`src/rtl/fifo_wr_arbiter.sv`:
```
// rtl/fifo_wr_arbiter.sv - round-robin FIFO write arbiter with occupancy mirror and read gate
// Optional per-producer grant and stall counters when FIFO_ARB_STATS_EN is defined.
module fifo_wr_arbiter #(
   parameter int NUM_REQ = 4,
   parameter int DWIDTH  = 8,
   parameter int DEPTH   = 8,
   parameter int CNT_W   = 16
) (
   input  logic                        clk,
   input  logic                        rst,
   input  logic [NUM_REQ-1:0]          req,
   input  logic [NUM_REQ*DWIDTH-1:0]   req_data,
   output logic [NUM_REQ-1:0]          gnt,
   input  logic                        cons_rd_en,
   input  logic                        fifo_full,
   input  logic                        fifo_empty,
   output logic                        wr_en,
   output logic [DWIDTH-1:0]           wdata,
   output logic                        rd_en,
   output logic [$clog2(DEPTH+1)-1:0]  occ,
   output logic                        arb_full
`ifdef FIFO_ARB_STATS_EN
   ,
   output logic [NUM_REQ*CNT_W-1:0]    grant_cnt,
   output logic [CNT_W-1:0]            stall_cnt
`endif
);

   localparam int OCC_W = $clog2(DEPTH + 1);
   localparam int PTR_W = $clog2(NUM_REQ);
   localparam logic [OCC_W-1:0] DEPTH_V = OCC_W'(DEPTH);
   localparam logic [PTR_W:0]   NREQ_V  = (PTR_W + 1)'(NUM_REQ);

   logic [PTR_W-1:0]  ptr_q, ptr_d;
   logic [OCC_W-1:0]  occ_q, occ_d;
   logic              wr_en_q, wr_en_d;
   logic [DWIDTH-1:0] wdata_q, wdata_d;

   logic               can_issue;
   logic               any_gnt;
   logic [NUM_REQ-1:0] gnt_c;
   logic [PTR_W:0]     sum;
   logic [PTR_W-1:0]   cand;

   // Gating on occ rather than fifo_full alone accounts for the write still in the output register.
   assign can_issue = (occ_q < DEPTH_V) & ~fifo_full & ~rst;
   assign rd_en     = cons_rd_en & ~fifo_empty & ~rst;
   assign gnt       = gnt_c;
   assign wr_en     = wr_en_q;
   assign wdata     = wdata_q;
   assign occ       = occ_q;
   assign arb_full  = (occ_q == DEPTH_V);

   always_comb begin
      gnt_c   = '0;
      any_gnt = 1'b0;
      sum     = '0;
      cand    = '0;
      if (can_issue) begin
         for (int k = 0; k < NUM_REQ; k++) begin
            sum = {1'b0, ptr_q} + (PTR_W + 1)'(k);
            if (sum >= NREQ_V) begin
               sum = sum - NREQ_V;
            end
            cand = PTR_W'(sum);
            if (!any_gnt && req[cand]) begin
               any_gnt     = 1'b1;
               gnt_c[cand] = 1'b1;
            end
         end
      end
   end

   always_comb begin
      ptr_d   = ptr_q;
      wdata_d = wdata_q;
      wr_en_d = any_gnt;
      for (int i = 0; i < NUM_REQ; i++) begin
         if (gnt_c[i]) begin
            wdata_d = req_data[i*DWIDTH +: DWIDTH];
            ptr_d   = (i == NUM_REQ - 1) ? '0 : PTR_W'(i + 1);
         end
      end
      occ_d = occ_q + OCC_W'(any_gnt) - OCC_W'(rd_en);
   end

   always_ff @(posedge clk) begin
      if (rst) begin
         ptr_q   <= '0;
         occ_q   <= '0;
         wr_en_q <= 1'b0;
         wdata_q <= '0;
      end else begin
         ptr_q   <= ptr_d;
         occ_q   <= occ_d;
         wr_en_q <= wr_en_d;
         wdata_q <= wdata_d;
      end
   end

`ifdef FIFO_ARB_STATS_EN
   logic [NUM_REQ*CNT_W-1:0] grant_cnt_q, grant_cnt_d;
   logic [CNT_W-1:0]         stall_cnt_q, stall_cnt_d;

   always_comb begin
      grant_cnt_d = grant_cnt_q;
      stall_cnt_d = stall_cnt_q;
      for (int i = 0; i < NUM_REQ; i++) begin
         if (gnt_c[i] && (grant_cnt_q[i*CNT_W +: CNT_W] != '1)) begin
            grant_cnt_d[i*CNT_W +: CNT_W] = grant_cnt_q[i*CNT_W +: CNT_W] + CNT_W'(1);
         end
      end
      if ((|req) && !any_gnt && (stall_cnt_q != '1)) begin
         stall_cnt_d = stall_cnt_q + CNT_W'(1);
      end
   end

   always_ff @(posedge clk) begin
      if (rst) begin
         grant_cnt_q <= '0;
         stall_cnt_q <= '0;
      end else begin
         grant_cnt_q <= grant_cnt_d;
         stall_cnt_q <= stall_cnt_d;
      end
   end

   assign grant_cnt = grant_cnt_q;
   assign stall_cnt = stall_cnt_q;
`endif

endmodule

```
`config.mk`:
```
export PLATFORM = sky130hd
export DESIGN_NAME = fifo_wr_arbiter
export DESIGN_NICKNAME = d
export VERILOG_FILES = /design/src/rtl/fifo_wr_arbiter.sv
export SDC_FILE = /design/constraint.sdc
export NUM_CORES = 1
export LEC_CHECK = 0
export BUFFER_PORTS_ARGS = -buffer_cell sky130_fd_sc_hd__buf_2
export CAP_MARGIN = 0
export CORE_UTILIZATION = 52
export CTS_BUF_LIST = sky130_fd_sc_hd__clkbuf_4 sky130_fd_sc_hd__clkbuf_8
export DETAILED_ROUTE_END_ITERATION = 7
export PLACE_DENSITY = 0.89
export SLEW_MARGIN = 40
export SYNTH_ARGS = -nofsm -noshare
export SYNTH_HDL_FRONTEND = slang
export SYNTH_SLANG_ARGS = --single-unit
```
`constraint.sdc`:
```
create_clock -name clk -period 5 [get_ports clk]
set_input_delay 0.5 -clock clk [delete_from_list [all_inputs] [get_ports clk]]
set_output_delay 0.5 -clock clk [all_outputs]
set_load 0.03 [all_outputs]
```
==> flow_summary.yaml <==
worst_setup_path:
  rr_worst_depth: 9
  critPathCaptureType: "output port"
  critPathKind: "reg2out"
  critical_path_depth: 7
  crit_required_ns: 4.50
  startpoint_type: "flip-flop"
  critPathMaxStageDelay_ns: 0.71
  slowest_stage: "a32o_1"
  cpLargestDelayFamily: "compound AO/OA/AOI/OAI gates"
  timing.critical_path.buf_inv: 2
  r2r_slack_ns: 1.72
  path_max_fanout: 19
  cp.arrival_ns: 3.21
  crit_chain: "inv_1, ha_1, nor3b_1, o211ai_1, nand3_1, a32o_1, buf_2"
clocking:
  clock_sinks: 15
  htree_levels: 1
  clk_pin_slew_ns: 0.11
  ctsHoldBuffers: 0
  cts_setup_buffers: 0
  cts_tree: "built"
  root_buffer: "clkbuf_4"
  cts_made_buffers: 3
  clk_latency_ns: 0.28
  clock_path_buffers: 2
  post_cts_resized: 0
logic_synthesis:
  synth_nets: 209
  synth_area_sq_um: 1300
  ys_warn_count: 0
  synth_top_family_by_area: "compound AO/OA/AOI/OAI gates"
  yosysTopAreaCell: "dfxtp_1"
  muxShareOfSynthArea_pct: 6.05
  ys_seq_area_share_pct: 23.0
  yosys.area_share.adder_pct: 13.1
  yosys-top-cells-area: "dfxtp_1 23%, ha_1 12%, a21oi_1 5.4%"
  synth_cell_type_count: 39
  yosysTopAreaCellShare_pct: 23.0
  synth_compound_area_share_pct: 29.9
  yosys.area_share.simple_pct: 20.2
  ys_ff_latch: 15
  netlist_instances: 155
  synth_xor_area_share_pct: 1.34
  synth_area_per_cell_sq_um: 8.41
die:
  dieArea_sq_um: 2710
  rows: 17
  core_area_sq_um: 2300
  fp.dieH_um: 52.1
  die_width_um: 52.1
  start_util_pct: 56.8
  io_pins: 60
placed_design:
  hpwlAfterDp_mm: 2.64
  io_buffers: 59
  gp_congestion: 0.863
  dp_slack_ns: 1.64
timing:
  fin_crit_ns: 3.71
  report.final.slew_viol_count: 0
  fin_crit_sh_pct: 74.2
  hold_violations: 0
  setup_viol: 0
  tightestPinTransition_ns: 0.754
  setup_ws_ns: 1.29
  tns_ns: 0
  hold_ws_ns: 0.460
  fin_skew_ns: 0.00656
  slew_headroom_pct: 49.8
  fmax_mhz: 269
  rsz0062_at_grt: "no"
global_route:
  grt_pass1_vias: 1225
  grt_pass1_wl_mm: 5.18
  grt_max_degree: 20
  grt_antenna_before_repair: 0
  grt_usage_pct: 25.2
  grt_overflow: 0
power_and_ir_drop:
  peakVddDrop_v: 0.000217
  power-per-cell-area_nw_per_um2: 347
  total_power_uw: 564
  p_leak_uw: 0.000754
route:
  wl_per_cell_um: 13.9
  wirelength_mm: 3.35
  first_pass_iters: 4
  drc: 0
  vias: 1416
  drt_iter0_drc: 49
  drtAntennaViolNets: 0
  vias_per_cell: 5.90
finish:
  drive_gt1_share_pct: 36.3
  mostFrequentLayoutCell: "buf_2"
  fill_cells: 179
  nets: 267
  num_antenna_cells: 0
  syn_to_final_growth_pct: 24.8
  final_cell_mix: "59 x buf_2, 18 x nand2_1, 15 x dfxtp_1"
  fin_util_pct: 70.8
run_status:
  status: "finished clean"
worst_hold_path:
  holdPathStages: 2
  hold_path_class: "reg2reg"
run:
  drv_cap: 0
## cell type report
class / instances / area, sq um / share of cell area (%)
Inverter: 13 / 48.8 / 3.00
Clock buffer: 3 / 22.5 / 1.38
Sequential cell: 15 / 300 / 18.5
Tap cell: 28 / 35.0 / 2.15
Multi-Input combinational cell: 121 / 920 / 56.5
Clock inverter: 1 / 5.00 / 0.308
Timing Repair Buffer: 59 / 295 / 18.2
## worst reg2reg max path: cells and delay by family (launching register included)
kind | cells | cell delay, ns
buffers and inverters | 1 | 0.20
AOI/OAI and AO/OA | 4 | 0.99
DFF | 1 | 0.62
and+or+nand+nor | 3 | 0.90
adders and majority gates | 1 | 0.44
## stage by stage
step	cell area [sq um]	cells
floorplan	1300	155
global placement	1600	236
detailed placement	1600	236
CTS	1630	240
global route	1630	240
finish	1630	240
## flip-flops by register name, indices dropped and copies added, names as in the netlist
signal and cells:
ptr_q 2, wr_en 1, wdata 8, occ 4
## worst paths after layout
path	from	endpoint
worst max register to register	ptr_q[0]$_SDFFE_PP0P_	wdata[6]$_SDFFE_PP0P_
worst max-delay path	ptr_q[0]$_SDFFE_PP0P_	gnt[3]
worst min register to register	wdata[3]$_SDFFE_PP0P_	wdata[3]$_SDFFE_PP0P_
worst min-delay path	wdata[3]$_SDFFE_PP0P_	wdata[3]$_SDFFE_PP0P_
## routing by layer
| layer | track usage, % | share of wire [%] | vias up |
|---|---|---|---|
| met5 | 0 | 0 | - |
| met3 | 2.63 | 9.4 | 4 |
| met4 | 7.21 | 1.1 | 0 |
| met1 | 31.5 | 42 | 647 |
| li1 | - | - | 689 |
| met2 | 45.1 | 47 | 76 |
## Yosys cell counts (all sizes together)
master   number
and3b         1
nor3b         4
o22ai         4
ha           12
nand2        18
nand3         2
mux4          3
a32o          1
inv          13
a221oi        8
nand4b        1
buf           5
o2111ai       1
nor2b         4
o211ai        1
fa            1
a22o          5
o21ai         8
a31oi         1
a21oi        16
or3           1
nor4          1
a211oi        5
o31ai         1
nor3          2
mux2          1
xor2          2
or2           1
clkbuf        1
or3b          2
a21o          2
nor2         11
nand2b        1
dfxtp        15
## report_power, final
| part | internal [uW] | switching [uW] |
|---|---|---|
| Combinational | 124 | 200 |
| Sequential | 144 | 22.3 |
| Clock | 29.7 | 43.4 |
| Total | 298 | 265 |
## kinds of logic (layout without fill, tap and decap cells)
group,count (synthesis),after routing
xor+xnor,2,2
fa+ha+maj,13,13
simple gates,49,49
mux,4,4
compound gates,53,53
flops,15,15
buf+inv,19,76
Note: power is estimated with default switching activity, not from simulation.
